--- src/rtl/binary_bbox_tracker_if.sv ---
// Pixel stream in, per-frame bounding-box results out, for binary_bbox_tracker.
// The master drives the pixel stream and the slave returns the frame results.
interface binary_bbox_tracker_if;
    logic        i_valid;
    logic        i_data;
    logic        i_sof;
    logic        o_frame_done;
    logic        o_found;
    logic [9:0]  o_x_min;
    logic [9:0]  o_x_max;
    logic [9:0]  o_y_min;
    logic [9:0]  o_y_max;
    logic [9:0]  o_x_ctr;
    logic [9:0]  o_y_ctr;
    logic [18:0] o_count;
    logic [7:0]  o_frame_cnt;

    modport master (
        output i_valid, i_data, i_sof,
        input  o_frame_done, o_found, o_x_min, o_x_max, o_y_min, o_y_max,
               o_x_ctr, o_y_ctr, o_count, o_frame_cnt
    );

    modport slave (
        input  i_valid, i_data, i_sof,
        output o_frame_done, o_found, o_x_min, o_x_max, o_y_min, o_y_max,
               o_x_ctr, o_y_ctr, o_count, o_frame_cnt
    );
endinterface

--- src/rtl/binary_bbox_tracker.sv ---
// Tracks the bounding box, centre and pixel count of the foreground in a
// raster-ordered binary stream and publishes them once per frame.
module binary_bbox_tracker #(
    parameter int H_ACTIVE   = 800,
    parameter int V_ACTIVE   = 600,
    parameter int MIN_PIXELS = 64
) (
    input  logic                  i_clk,
    input  logic                  i_rst_n,
    binary_bbox_tracker_if.slave  bus
);
    localparam logic [9:0] X_LAST = 10'(H_ACTIVE - 1);
    localparam logic [9:0] Y_LAST = 10'(V_ACTIVE - 1);

    function automatic logic [9:0] f_min(input logic [9:0] a, input logic [9:0] b);
        return (a < b) ? a : b;
    endfunction

    function automatic logic [9:0] f_max(input logic [9:0] a, input logic [9:0] b);
        return (a > b) ? a : b;
    endfunction

    function automatic logic [9:0] f_ctr(input logic [9:0] a, input logic [9:0] b);
        logic [10:0] s;
        s = {1'b0, a} + {1'b0, b};
        return s[10:1];
    endfunction

    logic [9:0]  r_x, r_y;
    logic [9:0]  r_acc_xmin, r_acc_xmax, r_acc_ymin, r_acc_ymax;
    logic [18:0] r_acc_cnt;

    logic        r_frame_done, r_found;
    logic [9:0]  r_x_min, r_x_max, r_y_min, r_y_max, r_x_ctr, r_y_ctr;
    logic [18:0] r_count;
    logic [7:0]  r_frame_cnt;

    logic [9:0]  w_px, w_py, w_nx, w_ny;
    logic [9:0]  w_bxmin, w_bxmax, w_bymin, w_bymax;
    logic [9:0]  w_nxmin, w_nxmax, w_nymin, w_nymax;
    logic [18:0] w_bcnt, w_ncnt;
    logic        w_hit, w_eof, w_nfound;

    // A start-of-frame pulse makes the current cycle look like a fresh frame,
    // so a coincident valid pixel lands at (0,0) in clean accumulators.
    always_comb begin
        w_px    = bus.i_sof ? 10'd0    : r_x;
        w_py    = bus.i_sof ? 10'd0    : r_y;
        w_bxmin = bus.i_sof ? 10'h3FF  : r_acc_xmin;
        w_bxmax = bus.i_sof ? 10'd0    : r_acc_xmax;
        w_bymin = bus.i_sof ? 10'h3FF  : r_acc_ymin;
        w_bymax = bus.i_sof ? 10'd0    : r_acc_ymax;
        w_bcnt  = bus.i_sof ? 19'd0    : r_acc_cnt;
    end

    assign w_hit    = bus.i_valid & bus.i_data;
    assign w_nxmin  = w_hit ? f_min(w_bxmin, w_px) : w_bxmin;
    assign w_nxmax  = w_hit ? f_max(w_bxmax, w_px) : w_bxmax;
    assign w_nymin  = w_hit ? f_min(w_bymin, w_py) : w_bymin;
    assign w_nymax  = w_hit ? f_max(w_bymax, w_py) : w_bymax;
    assign w_ncnt   = w_bcnt + 19'(w_hit);
    assign w_nfound = (w_ncnt >= 19'(MIN_PIXELS));
    assign w_eof    = bus.i_valid & ~bus.i_sof & (r_x == X_LAST) & (r_y == Y_LAST);

    always_comb begin
        w_nx = w_px;
        w_ny = w_py;
        if (bus.i_valid) begin
            if (w_px == X_LAST) begin
                w_nx = 10'd0;
                w_ny = (w_py == Y_LAST) ? 10'd0 : w_py + 10'd1;
            end else begin
                w_nx = w_px + 10'd1;
            end
        end
    end

    always_ff @(posedge i_clk or negedge i_rst_n) begin
        if (!i_rst_n) begin
            r_x          <= '0;
            r_y          <= '0;
            r_acc_xmin   <= '1;
            r_acc_xmax   <= '0;
            r_acc_ymin   <= '1;
            r_acc_ymax   <= '0;
            r_acc_cnt    <= '0;
            r_frame_done <= 1'b0;
            r_found      <= 1'b0;
            r_x_min      <= '0;
            r_x_max      <= '0;
            r_y_min      <= '0;
            r_y_max      <= '0;
            r_x_ctr      <= '0;
            r_y_ctr      <= '0;
            r_count      <= '0;
            r_frame_cnt  <= '0;
        end else begin
            r_x          <= w_nx;
            r_y          <= w_ny;
            r_frame_done <= w_eof;
            if (w_eof) begin
                r_acc_xmin  <= '1;
                r_acc_xmax  <= '0;
                r_acc_ymin  <= '1;
                r_acc_ymax  <= '0;
                r_acc_cnt   <= '0;
                r_count     <= w_ncnt;
                r_found     <= w_nfound;
                r_frame_cnt <= r_frame_cnt + 8'd1;
                // Below threshold the previous box is kept for the overlay.
                if (w_nfound) begin
                    r_x_min <= w_nxmin;
                    r_x_max <= w_nxmax;
                    r_y_min <= w_nymin;
                    r_y_max <= w_nymax;
                    r_x_ctr <= f_ctr(w_nxmin, w_nxmax);
                    r_y_ctr <= f_ctr(w_nymin, w_nymax);
                end
            end else begin
                r_acc_xmin <= w_nxmin;
                r_acc_xmax <= w_nxmax;
                r_acc_ymin <= w_nymin;
                r_acc_ymax <= w_nymax;
                r_acc_cnt  <= w_ncnt;
            end
        end
    end

    assign bus.o_frame_done = r_frame_done;
    assign bus.o_found      = r_found;
    assign bus.o_x_min      = r_x_min;
    assign bus.o_x_max      = r_x_max;
    assign bus.o_y_min      = r_y_min;
    assign bus.o_y_max      = r_y_max;
    assign bus.o_x_ctr      = r_x_ctr;
    assign bus.o_y_ctr      = r_y_ctr;
    assign bus.o_count      = r_count;
    assign bus.o_frame_cnt  = r_frame_cnt;
endmodule

--- src/flat_wrapper.sv ---
// flat-port wrapper written by rule: the top's interface ports become plain ports
module binary_bbox_tracker_flat 
#(
    parameter int H_ACTIVE   = 800,
    parameter int V_ACTIVE   = 600,
    parameter int MIN_PIXELS = 64
)
  (i_clk, i_rst_n, bus_i_valid, bus_i_data, bus_i_sof, bus_o_frame_done, bus_o_found, bus_o_x_min, bus_o_x_max, bus_o_y_min, bus_o_y_max, bus_o_x_ctr, bus_o_y_ctr, bus_o_count, bus_o_frame_cnt);
  binary_bbox_tracker_if bus_i ();
  input  logic i_clk;
  input  logic i_rst_n;
  input wire logic [$bits(bus_i.i_valid)-1:0] bus_i_valid;
  input wire logic [$bits(bus_i.i_data)-1:0] bus_i_data;
  input wire logic [$bits(bus_i.i_sof)-1:0] bus_i_sof;
  output wire logic [$bits(bus_i.o_frame_done)-1:0] bus_o_frame_done;
  output wire logic [$bits(bus_i.o_found)-1:0] bus_o_found;
  output wire logic [$bits(bus_i.o_x_min)-1:0] bus_o_x_min;
  output wire logic [$bits(bus_i.o_x_max)-1:0] bus_o_x_max;
  output wire logic [$bits(bus_i.o_y_min)-1:0] bus_o_y_min;
  output wire logic [$bits(bus_i.o_y_max)-1:0] bus_o_y_max;
  output wire logic [$bits(bus_i.o_x_ctr)-1:0] bus_o_x_ctr;
  output wire logic [$bits(bus_i.o_y_ctr)-1:0] bus_o_y_ctr;
  output wire logic [$bits(bus_i.o_count)-1:0] bus_o_count;
  output wire logic [$bits(bus_i.o_frame_cnt)-1:0] bus_o_frame_cnt;
  assign bus_i.i_valid = bus_i_valid;
  assign bus_i.i_data = bus_i_data;
  assign bus_i.i_sof = bus_i_sof;
  assign bus_o_frame_done = bus_i.o_frame_done;
  assign bus_o_found = bus_i.o_found;
  assign bus_o_x_min = bus_i.o_x_min;
  assign bus_o_x_max = bus_i.o_x_max;
  assign bus_o_y_min = bus_i.o_y_min;
  assign bus_o_y_max = bus_i.o_y_max;
  assign bus_o_x_ctr = bus_i.o_x_ctr;
  assign bus_o_y_ctr = bus_i.o_y_ctr;
  assign bus_o_count = bus_i.o_count;
  assign bus_o_frame_cnt = bus_i.o_frame_cnt;
  binary_bbox_tracker #(.H_ACTIVE(H_ACTIVE), .V_ACTIVE(V_ACTIVE), .MIN_PIXELS(MIN_PIXELS)) u_core (.i_clk(i_clk), .i_rst_n(i_rst_n), .bus(bus_i));
endmodule
--- config.mk ---
export PLATFORM = sky130hd
export DESIGN_NAME = binary_bbox_tracker_flat
export DESIGN_NICKNAME = d
export VERILOG_FILES = /design/src/rtl/binary_bbox_tracker_if.sv /design/src/rtl/binary_bbox_tracker.sv /design/src/flat_wrapper.sv
export SDC_FILE = /design/constraint.sdc
export NUM_CORES = 1
export LEC_CHECK = 0
export BUFFER_PORTS_ARGS = -buffer_cell sky130_fd_sc_hd__buf_2
export CAP_MARGIN = 20
export CORE_MARGIN = 2
export CORE_UTILIZATION = 40
export CTS_CLUSTER_SIZE = 14
export DETAILED_ROUTE_END_ITERATION = 8
export GPL_TIMING_DRIVEN = 0
export PLACE_DENSITY = 0.58
export SLEW_MARGIN = 20
export SYNTH_ARGS = -nofsm -noshare
export SYNTH_HDL_FRONTEND = slang
export SYNTH_SLANG_ARGS = --single-unit
--- constraint.sdc ---
create_clock -name i_clk -period 5.1 [get_ports i_clk]
set_input_delay 0.51 -clock i_clk [delete_from_list [all_inputs] [get_ports i_clk]]
set_output_delay 0.51 -clock i_clk [all_outputs]
set_load 0.02 [all_outputs]
==> results of run 1 <==
## metrics by stage
stage,cells,area (µm²)
finish,1505,11610
floorplan,1047,9646
global route,1505,11610
global placement,1457,10500
CTS,1494,11390
detailed placement,1459,10570
## power groups by stage
stage | logic (µW) | registers, µW | clock network (µW)
2_1_floorplan | 206 | 1400 | 0
3_3_place_gp | 301 | 1400 | 0
3_5_place_dp | 310 | 1400 | 0
4_1_cts | 330 | 1380 | 1400
5_1_grt | 388 | 1380 | 1460
6_report | 349 | 1380 | 1380
## per-layer routing
| layer | GRT usage (%) | vias up | wire length [µm] |
|---|---|---|---|
| met4 | 7.979 | 0 | 685 |
| met2 | 36.13 | 204 | 12980 |
| li1 | - | 3837 | - |
| met3 | 2.776 | 33 | 1083 |
| met5 | 0 | - | 0 |
| met1 | 31.71 | 3871 | 12730 |
## cell families (layout without fill, tap and decap cells)
logic type,after synthesis,count (layout)
flops,168,168
compound gates,196,196
fa+ha+maj,56,56
buf+inv,118,257
mux,38,38
xor+xnor,54,54
simple gates,417,417
## state kept, by name, indices dropped and copies added, names as in the netlist
name / count
u_core.bus.o_count: 19
u_core.bus.o_found: 1
u_core.bus.o_frame_cnt: 8
u_core.bus.o_frame_done: 1
u_core.bus.o_x_ctr: 10
u_core.bus.o_x_max: 10
u_core.bus.o_x_min: 10
u_core.bus.o_y_ctr: 10
u_core.bus.o_y_max: 10
u_core.bus.o_y_min: 10
u_core.r_acc_cnt: 19
u_core.r_acc_xmax: 10
u_core.r_acc_xmin: 10
u_core.r_acc_ymax: 10
u_core.r_acc_ymin: 10
u_core.r_x: 10
u_core.r_y: 10
## how the worst max path moves through the flow
stage               startpoint               endpoint  slack, ps
floorplan            bus_i_sof  u_core.bus.o_y_ctr[7]          7
global placement     bus_i_sof  u_core.bus.o_x_ctr[9]      -1370
detailed placement   bus_i_sof  u_core.bus.o_x_ctr[9]      -1420
CTS                  bus_i_sof  u_core.bus.o_y_ctr[7]         20
global route         bus_i_sof  u_core.bus.o_y_ctr[7]        -10
finish               bus_i_sof  u_core.bus.o_y_ctr[7]        160
## critical path, delay by kind of cell
| family | cells | cell delay [ps] |
|---|---|---|
| AOI/OAI and AO/OA | 8 | 1220 |
| xor gates and xnor gates | 1 | 100 |
| adders and majority gates | 3 | 850 |
| buffers and inverters | 7 | 1100 |
| muxes | 1 | 270 |
| and+or+nand+nor | 4 | 1180 |
## layout make-up
cell class / instances / share of cell area (%)
multi-input combinational: 761 / 43.69
sequential: 168 / 36.42
timing repair buffer: 108 / 5.474
clock buffer: 20 / 3.847
buffer: 57 / 3.760
tap: 319 / 3.437
inverter: 60 / 1.939
clock inverter: 12 / 1.433
## cell usage after synthesis, types with 3 or more instances
cell,number
a21o_1,4
a21oi_1,83
a31o_2,3
a31oi_1,9
a32oi_1,3
and2_1,5
and3_1,8
and4_1,4
buf_1,8
buf_2,10
clkbuf_1,37
dfrtp_1,148
dfstp_2,20
ha_1,53
inv_1,59
mux2_2,23
mux2i_1,15
nand2_1,114
nand2b_1,18
nand3_1,22
nand3b_1,7
nand4_1,12
nor2_1,126
nor2b_1,28
nor3_1,28
nor3b_1,3
nor4_1,7
o2111ai_1,3
o211ai_1,4
o21ai_0,42
o22ai_1,5
o31ai_1,5
or2_2,20
xnor2_1,34
xor2_1,20
## timing repair
action | in CTS | in global routing
setup buffers | 3 | 11
gates resized for setup | 52 | 47
hold buffers | 1 | 0
pin swaps | 4 | 15
endpoints found under the setup margin | 61 | 50
hold endpoints to repair | 10 | 0
==> results.ini, run 1 <==
[outcome]
outcome = complete, no violations

[sta]
fin_crit_ps = 4937
hold_violations = 0
timing.final.crit_share_pct = 96.80
max_freq_mhz = 202.6
drv_slew = 0
whs_ps = 429.0
relSlewSlack_pct = 36.67
setup_viol = 0
tightest_slew_ps = 941.3
finalWorstSetupSlack_ps = 163.0
setup_tns_ps = 0
clock_skew_ps = 12.34

[synth]
synth_top_family_by_area = simple AND/OR/NAND/NOR gates
synth-adder-area-share_pct = 7.498
yosys.area_share.xor_xnor_pct = 4.964
synthArstFlopShare_pct = 100.0
yosys_warnings = 0
muxShareOfSynthArea_pct = 4.294
synth_top_flop_cell = dfrtp_1
syn_inst = 1047
synth_nets = 1107
synthTopCellsByArea = dfrtp_1 (39%), ha_1 (7.0%), dfstp_2 (5.5%)
synth_edf_count = 0
syn_area_per_cell_um2 = 9.100
ys_ff_latch = 168
netlist.area_leader.share_pct = 38.87
synth_area_mm2 = 0.009528
synth_compound_gate_area_share_pct = 12.84
ys_types = 78
yosys.area.top_type = dfrtp_1
synthSimpleGateAreaFrac_pct = 21.08
ys_seq_area_share_pct = 44.39

[pwr]
pwr-share-clk_pct = 44.4
p_leak_uw = 0.005616
ir_drop_uv = 195.3
p_int_uw = 2294
swShare_pct = 26.18
power_density_mw_per_mm2 = 267.7
switchingPower_uw = 813.9
power_frac_comb_pct = 11.2
power_frac_seq_pct = 44.4
total_power_uw = 3108

[critical_path]
r2r-end = u_core.bus.o_y_ctr[7]
cp_cell_sequence = buf_4, buf_12, clkbuf_16, buf_8, clkbuf_8, or2_4, ha_1, or4b_4, a41oi_2, maj3_2, a2111oi_4, or2_1, buf_6, buf_8, nor2_1, a21oi_2, ha_1, a21oi_4, a22o_1, a211oi_4, a21oi_2, o21ai_2, xor2_1, mux2_2
critPathKind = input port to flop
crit_required_ps = 5420
r2r_slack_ps = 550
critPathMaxStageDelay_ps = 510
reg2regPathDepth = 20
start_kind = input port
end_kind = flop
critPathSlowestCell = or4b_4
cp_max_fo = 10
arrival_ps = 5260
timing.rr.start = u_core.r_y[5]

[final_layout]
multiInputGateArea_mm2 = 0.005074
num-nets-final = 1233
layout_commonest_cell = dfrtp_1
fillers = 2232
final_util_pct = 49.62
regArea_mm2 = 0.004229
syn2layout_area_growth_pct = 21.88
diodes = 0
final_cell_mix = dfrtp_1 (148), nor2_1 (126), nand2_1 (110)
drive_above_1_share_pct = 24.96

[floorplan]
fp.dieW_um = 158.3
pin_count = 94
rows = 56
coreArea_mm2 = 0.02340
die_h_um = 158.3
initial_core_util_pct = 40.71
die-area_mm2 = 0.02507

[detailed_routing]
firstDrtPassIters = 5
drt_iter0_drc = 501
vias = 7945
ant_nets = 0
drc = 0
wl_per_cell_um = 18.26
wirelength_um = 27480
via_per_inst = 5.279

[place]
hpwl_um = 20380
globalplace.congestion = 0.9046
io_buffer_count = 91
pre_cts_ws_ps = -1418

[hold_path]
min_path_type = input port to flop
holdPathStages = 3
hp-start = bus_i_valid
holdPathEnd = u_core.r_x[2]

[global_routing]
grt_overflow = 0
grt_max_degree = 61
grt_pass1_vias = 7688
track_usage_pct = 22.58
grt_pass1_wl_um = 42920
antenna_found_initial = 1

[clocking]
clk_pin_slew_ps = 70
cts_buffers = 17
clock-root-buffer = clkbuf_16
htreeDepth = 4
clock_sinks = 168
clk_latency_ps = 440
cts_tree = yes
clk_path_buf_depth = 2

[job]
cap_violations = 0

No activity file was read; power rests on OpenSTA's default activity.
==> run 2, diff against run 1 <==
--- a/config.mk
+++ b/config.mk
@@ -6,13 +6,13 @@
 export NUM_CORES = 1
 export LEC_CHECK = 0
 export BUFFER_PORTS_ARGS = -buffer_cell sky130_fd_sc_hd__buf_2
-export CAP_MARGIN = 20
 export CORE_MARGIN = 2
 export CORE_UTILIZATION = 40
 export CTS_CLUSTER_SIZE = 14
 export DETAILED_ROUTE_END_ITERATION = 8
 export GPL_TIMING_DRIVEN = 0
 export PLACE_DENSITY = 0.58
+export REMOVE_ABC_BUFFERS = 1
 export SLEW_MARGIN = 20
 export SYNTH_ARGS = -nofsm -noshare
 export SYNTH_HDL_FRONTEND = slang
==> run 2 against run 1 <==
  * Routed wire length shrank 20%
  * Clock power is essentially flat
  * Flip-flop and latch count is the same
  * First-iteration DRC count shrank 3.6%
  * Core utilization shrank 1.8 points
  * Global-route usage shrank 4.2 points
  * Non-clock buffer count shrank 53
  * Register-to-register slack lost 60 ps
  * Fmax grew 2.5%
  * Worst setup slack gained 120 ps
  * Critical path type unchanged
  * Critical endpoint unchanged
  * Largest power group unchanged
==> results.ini, run 2 (synthesis results as in run 1) <==
[outcome]
outcome = complete, no violations

[critical_path]
start_kind = input port
cp_max_fo = 72
reg2regPathDepth = 18
r2r-end = u_core.bus.o_y_ctr[7]
end_kind = flop
crit_required_ps = 5420
startpoint = bus_i_sof
critPathKind = input port to flop
crit_end = u_core.bus.o_y_ctr[7]
timing.rr.start = u_core.r_y[7]
arrival_ps = 5130
r2r_slack_ps = 490

[sta]
finalWorstSetupSlack_ps = 283.7
setup_viol = 0
fin_crit_ps = 4816
drv_slew = 0
max_freq_mhz = 207.6
timing.final.crit_share_pct = 94.44
clock_skew_ps = 9.535
tightest_slew_ps = 892.2
hold_violations = 0
setup_tns_ps = 0
relSlewSlack_pct = 39.97

[clocking]
cts_tree = yes
clk_latency_ps = 430
clock_sinks = 168
cts_buffers = 17
clock-root-buffer = clkbuf_16
clk_path_buf_depth = 2
htreeDepth = 4
clk_pin_slew_ps = 70

[detailed_routing]
wl_per_cell_um = 15.11
wirelength_um = 21960
firstDrtPassIters = 5
dr.max_layer_used = met4
wl_met1_um = 10680
drc = 0
drt_iter0_drc = 483
ant_nets = 0
met3_wirelength_um = 956
wl_met2_um = 10050
via_per_inst = 5.147
vias = 7478

[final_layout]
multiInputGateArea_mm2 = 0.004950
drive_above_1_share_pct = 21.25
final_util_pct = 47.79
regArea_mm2 = 0.004229
stdcell_count = 1453
fillers = 2295
syn2layout_area_growth_pct = 17.37
diodes = 0
num-nets-final = 1181
final_cell_mix = dfrtp_1 (148), nor2_1 (126), nand2_1 (113)
layout_commonest_cell = dfrtp_1

[floorplan]
initial_core_util_pct = 40.71
pin_count = 94
fp.dieW_um = 158.3
rows = 56
die_h_um = 158.3
coreArea_mm2 = 0.02340
die-area_mm2 = 0.02507

[global_routing]
grt_pass1_wl_um = 36650
track_usage_pct = 18.39
grt_pass1_vias = 7162
grt_max_degree = 73
antenna_found_initial = 0
grt_overflow = 0

[pwr]
swShare_pct = 25.83
power_frac_seq_pct = 45.4
total_power_uw = 3040
p_leak_uw = 0.005401
switchingPower_uw = 785.3
p_int_uw = 2255
ir_drop_uv = 175.2
power_density_mw_per_mm2 = 271.8
power_frac_comb_pct = 9.5
pwr-share-clk_pct = 45.2

[hold_path]
min_path_type = input port to flop

[place]
globalplace.congestion = 0.8311
pre_cts_ws_ps = -1138
io_buffer_count = 93
dp_cells = 1411
hpwl_um = 15190

[job]
cap_violations = 0

## run 2: per-layer routing
layer,global-route usage [%],vias to the layer above
met2,29.01,124
met1,25.84,3584
met4,5.491,0
li1,-,3751
met3,3.375,19
met5,0,-
## run 2: critical path, cell delays in order
cell and delay (ps):
buf_4 210, buf_16 260, nor2b_1 320, inv_1 180, ha_1 350, nand3_1 90
or4_1 520, o21ai_0 230, o21ai_4 210, mux2i_2 310, inv_1 80, ha_1 390
a21oi_4 100, a22o_1 190, a211oi_1 340, a21oi_1 150, o21ai_1 280, xor2_1 110
mux2_2 270
## run 2: area by class of cell
type | instances | area share (%)
flip-flops and latches | 168 | 37.82
clock buffers | 17 | 3.804
clock inverters | 15 | 1.678
multi-input cells | 762 | 44.26
well taps | 319 | 3.569
repair buffers | 112 | 6.780
inverters | 60 | 2.092
## run 2: timing repair
action,4_1_cts,5_1_grt
setup buffers,0,8
endpoints found under the hold margin,30,0
gates cloned,0,1
hold buffers,1,0
endpoints found under the setup margin,9,10
pin swaps,0,1
resized for setup,8,19
## run 2: power groups by stage
stage                     logic, µW  registers (µW)  clock network [µW]
after floorplan                 176            1400                   0
after global placement          260            1400                   0
after detailed placement        275            1400                   0
after CTS                       278            1380                1410
after global routing            330            1380                1460
final                           288            1380                1370
## run 2: worst min path at each step
stage	slack, ps	endpoint	depth (start not counted)	startpoint
global placement	460	u_core.bus.o_frame_cnt[7]	1	u_core.bus.o_frame_cnt[7]
CTS	390	u_core.r_x[2]	3	bus_i_valid
global route	400	u_core.r_x[2]	3	bus_i_valid
finish	420	u_core.r_x[2]	3	bus_i_valid
floorplan	210	u_core.bus.o_count[0]	0	i_rst_n
detailed placement	410	u_core.bus.o_frame_done	1	i_rst_n
## run 2: stage by stage
stage / instance area (µm²) / hold slack [ps]
finish: 11180 / 418.1
CTS: 11050 / 387.5
global route: 11180 / 403.4
detailed placement: 10400 / 406.5
global placement: 10150 / 455.4
floorplan: 9283 / 214.4
